[src/rtl/pipe_stage_reg.sv]
// Handshaked pipeline stage register with optional skid slot, flush and a
// saturating stall counter for back-pressure statistics.
module pipe_stage_reg #(
  parameter int                 WIDTH     = 32,
  parameter int                 SKID      = 1,
  parameter int                 CNT_W     = 16,
  parameter logic [WIDTH-1:0]   RESET_VAL = '0
) (
  input  logic             clk,
  input  logic             rst,
  input  logic             flush,
  input  logic             in_valid,
  output logic             in_ready,
  input  logic [WIDTH-1:0] in_data,
  output logic             out_valid,
  input  logic             out_ready,
  output logic [WIDTH-1:0] out_data,
  input  logic             stall_clr,
  output logic [CNT_W-1:0] stall_cnt,
  output logic [1:0]       occupancy
);

  // The encoding doubles as the occupancy count.
  typedef enum logic [1:0] {
    EMPTY = 2'd0,
    FULL  = 2'd1,
    BOTH  = 2'd2
  } state_t;

  state_t           state, state_nxt;
  logic [WIDTH-1:0] main_q, main_nxt;
  logic [WIDTH-1:0] skid_q, skid_nxt;
  logic             ready_q, ready_nxt;
  logic [CNT_W-1:0] cnt_q;
  logic             xfer_in, xfer_out;

  assign xfer_in  = in_valid & in_ready;
  assign xfer_out = out_valid & out_ready;

  // State, payload slots and registered ready; reset beats flush and handshakes.
  always_ff @(posedge clk) begin
    if (!rst) begin
      state   <= EMPTY;
      main_q  <= RESET_VAL;
      skid_q  <= RESET_VAL;
      ready_q <= 1'b1;
    end else begin
      state   <= state_nxt;
      main_q  <= main_nxt;
      skid_q  <= skid_nxt;
      ready_q <= ready_nxt;
    end
  end

  // Next-state and slot updates; the skid slot only fills when SKID is enabled.
  always_comb begin
    state_nxt = state;
    main_nxt  = main_q;
    skid_nxt  = skid_q;
    case (state)
      EMPTY: begin
        if (xfer_in) begin
          state_nxt = FULL;
          main_nxt  = in_data;
        end
      end
      FULL: begin
        if (xfer_in && xfer_out) begin
          main_nxt = in_data;
        end else if (xfer_in) begin
          if (SKID != 0) begin
            state_nxt = BOTH;
            skid_nxt  = in_data;
          end else begin
            main_nxt = in_data;
          end
        end else if (xfer_out) begin
          state_nxt = EMPTY;
        end
      end
      BOTH: begin
        if (xfer_out) begin
          state_nxt = FULL;
          main_nxt  = skid_q;
        end
      end
      default: state_nxt = EMPTY;
    endcase
    if (flush) begin
      state_nxt = EMPTY;
    end
    ready_nxt = (state_nxt != BOTH);
  end

  // Outputs; in_ready is held low while reset is asserted.
  always_comb begin
    out_valid = (state != EMPTY);
    out_data  = main_q;
    occupancy = state;
    stall_cnt = cnt_q;
    if (SKID != 0) begin
      in_ready = rst & ready_q;
    end else begin
      in_ready = rst & (~out_valid | out_ready);
    end
  end

  // Saturating stall counter; clear wins over increment, flush leaves it alone.
  always_ff @(posedge clk) begin
    if (!rst) begin
      cnt_q <= '0;
    end else if (stall_clr) begin
      cnt_q <= '0;
    end else if (out_valid && !out_ready && (cnt_q != '1)) begin
      cnt_q <= cnt_q + CNT_W'(1);
    end
  end

endmodule

[config.mk]
export PLATFORM = sky130hd
export DESIGN_NAME = pipe_stage_reg
export DESIGN_NICKNAME = d
export VERILOG_FILES = /design/src/rtl/pipe_stage_reg.sv
export SDC_FILE = /design/constraint.sdc
export NUM_CORES = 1
export LEC_CHECK = 0
export CAP_MARGIN = 25
export CELL_PAD_IN_SITES_DETAIL_PLACEMENT = 0
export CELL_PAD_IN_SITES_GLOBAL_PLACEMENT = 1
export CORE_ASPECT_RATIO = 1.25
export CORE_UTILIZATION = 40
export DETAILED_ROUTE_END_ITERATION = 8
export PLACE_DENSITY_LB_ADDON = 0.1
export RECOVER_POWER = 50
export SKIP_LAST_GASP = 1
export SYNTH_ARGS = -nofsm -noshare
export SYNTH_HDL_FRONTEND = slang
export SYNTH_SLANG_ARGS = --single-unit
[constraint.sdc]
create_clock -name clk -period 2.85 [get_ports clk]
set_input_delay 0.7125 -clock clk [delete_from_list [all_inputs] [get_ports clk]]
set_output_delay 0.7125 -clock clk [all_outputs]
set_load 0.01 [all_outputs]
==> summary.md, run 1 <==
| Metric | Value |
|---|---|
| Die ar. | `9960 um2` |
| Worst-path fanout max | `32` |
| GP Congestion | `0.761` |
| CTS Sinks | `83` |
| Worst Reg-to-Reg Cells | `5` |
| Status | `finished, final reports clean` |
| Reg-to-Reg Start | `stall_cnt[0]$_SDFFE_PP0P_` |
| Worst Setup End Kind | `register` |
| PortBufs | `89` |
| Slowest CP cell | `dlygate4sd3_1` |
| CTS root buf | `clkbuf_16` |
| DR iter-0 viols | `71` |
| Synth top area share | `43.5%` |
| WL met3 | `375 um` |
| Initial antenna violation count | `0` |
| Final design utilization | `54.9%` |
| Library cells used by synthesis | `50` |
| Switch Pwr | `570 uW` |
| CP max stage delay | `0.64 ns` |
| Top cells by count, synth | `113 x nand2_1, 83 x dfxtp_1, 39 x mux2i_1, 33 x o211a_1, 32 x a21boi_1` |
| Mapped cell area | `3820 um2` |
| Max Freq | `0.410 GHz` |
| Worst path cell trace | `dlygate4sd3_1 > and2b_1 > and2_1 > clkbuf_2 > nand2_1 > a21boi_0` |
| Mapped Nets | `450` |
| Antenna Cells | `0` |
| Via-to-Cell Ratio | `5.06` |
| Setup crit end | `skid_q[21]$_SDFFE_PN0P_` |
| Vias after detailed routing | `3109` |
| Residual DRC | `0` |
| Sequential share of power | `46.2%` |
| Overflow left after global routing | `0` |
| Worst Path Required | `3.11 ns` |
| Drt wl/cell | `13.7 um` |
| Switch share | `21.7%` |
| Design Power | `2630 uW` |
| FF-to-FF End | `stall_cnt[11]$_SDFFE_PP0P_` |
| CTS clk-pin slew, worst paths | `0.06 ns` |
| WS Path Type | `in -> reg` |
| VDD IR max | `0.000289 V` |
| PD cells | `520 nW/um2` |
| RSZ-0062 raised after global routing | `no` |
| Mean Syn Cell Area | `9.30 um2` |
| Final Skew | `0.00411 ns` |
| DP HPWL | `5.45 mm` |
| Die W | `89.5 um` |
| Fin crit period | `2.44 ns` |
| Setup TNS | `0 ns` |
| Post-CTS setup buffers | `0` |
| # hold bufs at CTS | `0` |
| CTS Buffer Depth | `2` |
| Largest net degree at the start of global routing | `65` |
| Die H | `111 um` |
| Gr usage total | `17.6%` |
| HP Start | `skid_q[7]$_SDFFE_PN0P_` |
| Vias in the first global route | `2827` |
| Cell count after synthesis | `411` |
| Static Leak | `0.00243 uW` |
| Clk pwr share | `44.3%` |
| Final WL | `8.43 mm` |
| Relative slew slack | `50.3%` |
| CORE AREA | `9220 um2` |
| TritonCTS buffer count | `9` |
| Starting Density | `41.5%` |
| Leading area contributor after synthesis | `dfxtp_1` |
| Share of cells above drive strength 1 | `7.72%` |
| Most common cell in the synthesized netlist | `nand2_1` |
| Number of flops mapped to enable cells by yosys | `0` |
| Fillers | `842` |
| Wl on met1 | `3.97 mm` |
| Post-route ant nets | `0` |
| Post-synth ARST share | `0%` |
| Nets | `527` |
| Resize count post-CTS | `0` |
| Worst Path Arrival | `2.70 ns` |
| Skew-Pair Late Insertion Delay | `0.33 ns` |
| Pre-CTS setup slack | `0.313 ns` |
| TritonCTS clock tree | `done` |
| First-pass GRT wire length | `13.6 mm` |
| Final Hold Vio Count | `0` |
| Internal power | `2060 uW` |
| Synth Warn # | `0` |
| Maximum level of the CTS H-tree | `3` |
| Seq/Total Area, Yosys | `43.5%` |
| Max-Cap Viols | `0` |
| #FFs+latches synth | `83` |
| Worst hold-check path type | `reg -> reg` |
| Setup crit start | `out_ready` |
| Std-Cell Rows | `39` |
| R2R setup slack | `0.90 ns` |
| Layout area overhead | `32.3%` |
| Max layer used | `met4` |
| Fin worst setup slack | `0.412 ns` |
| Final Setup Violations | `0` |
| Tightest Pin Transition | `0.746 ns` |
| Met2 wire length | `3.96 mm` |
| Synth top area cells | `dfxtp_1 43%, nand2_1 11%, mux2i_1 10%` |
| Max-slew violation count | `0` |
| Final period util | `85.6%` |
| Comb power frac | `9.5%` |
| Pre-Repair DR Iteration Count | `4` |
| Primary FF master, synth | `dfxtp_1` |
| I/O pin cnt | `90` |
| Worst hold path cell count | `2` |
| Startpoint Class | `primary input` |
-- cell type report --
type                            count  area, um2  area share [%]
Tap cell                          123        154            3.04
Inverter                            3       11.3           0.223
Timing Repair Buffer               97        968            19.1
Clock buffer                       11        253            5.00
Sequential cell                    83       1660            32.8
Clock inverter                      4       50.0           0.989
Multi-Input combinational cell    294       1960            38.8
-- power groups by stage --
stage / combinational (uW) / clock, uW / sequential (uW)
final: 249 / 1160 / 1220
after floorplan: 111 / 0 / 1250
after global routing: 273 / 1250 / 1220
after detailed placement: 266 / 0 / 1240
after CTS: 267 / 1200 / 1220
after global placement: 264 / 0 / 1240
-- how the worst min path moves through the flow --
stage                         endpoint  slack, ns
3_5_place_dp    skid_q[1]$_SDFFE_PN0P_       0.44
3_3_place_gp   skid_q[10]$_SDFFE_PN0P_       0.44
5_1_grt         skid_q[1]$_SDFFE_PN0P_       0.48
2_1_floorplan   skid_q[0]$_SDFFE_PN0P_       0.43
4_1_cts         skid_q[7]$_SDFFE_PN0P_       0.45
6_report        skid_q[7]$_SDFFE_PN0P_       0.45
-- critical path: cells and delay by family --
kind            cells  cell delay [ns]
simple gates        3             0.59
compound gates      1             0.17
buf+inv             2             1.22
-- cells in the final DEF, fill, tap and decap left out, types with 2 or more instances in the layout --
cell / count
a2111o_1: 3
a21boi_0: 25
a21boi_1: 8
a21oi_1: 10
a31oi_1: 3
a41o_1: 2
and2_1: 3
and3_1: 3
and4b_1: 2
buf_12: 2
buf_4: 5
clkbuf_16: 9
clkbuf_8: 2
clkdlybuf4s50_1: 53
clkinvlp_4: 2
dfxtp_1: 83
dlygate4sd3_1: 35
inv_1: 2
mux2i_1: 39
nand2_1: 113
nand2b_1: 7
nand3_1: 4
nand4_1: 5
nand4_2: 2
nor2_1: 2
o211a_1: 33
o21ai_0: 2
o21ai_1: 4
-- per-stage QoR --
step / instances / hold slack, ns / cell area (um2)
2_1_floorplan: 411 / 0.434 / 3820
5_1_grt: 615 / 0.476 / 5060
3_3_place_gp: 600 / 0.439 / 4770
4_1_cts: 615 / 0.453 / 5080
3_5_place_dp: 600 / 0.444 / 4770
6_report: 615 / 0.451 / 5060
-- registers in the layout, indices dropped and copies added, names as in the netlist --
register and count:
ready_q 1, skid_q 32, out_data 32, occupancy 2, stall_cnt 16
-- logic make-up (layout without fill, tap and decap cells) --
kind of cell / after synthesis / in the layout / synth area share (%)
AOI/OAI and AO/OA: 99 / 99 / 21.6
adders and majority gates: 1 / 1 / 0.327
buffers and inverters: 34 / 115 / 5.27
DFF: 83 / 83 / 43.5
muxes: 39 / 39 / 10.2
and+or+nand+nor: 155 / 155 / 19.1
-- per-layer routing --
metal | track usage, % | vias up
met5 | 0 | -
met3 | 3.28 | 9
met1 | 23.3 | 1433
met4 | 7.94 | 0
met2 | 27.4 | 68
li1 | - | 1599
(Power assumes the default switching activity.)
==> run 2: changes to the inputs <==
Settings changed: CTS_CLUSTER_DIAMETER set to 150.
==> results of run 2 <==
Final layout, timing and power as in run 1 (identical DEF).
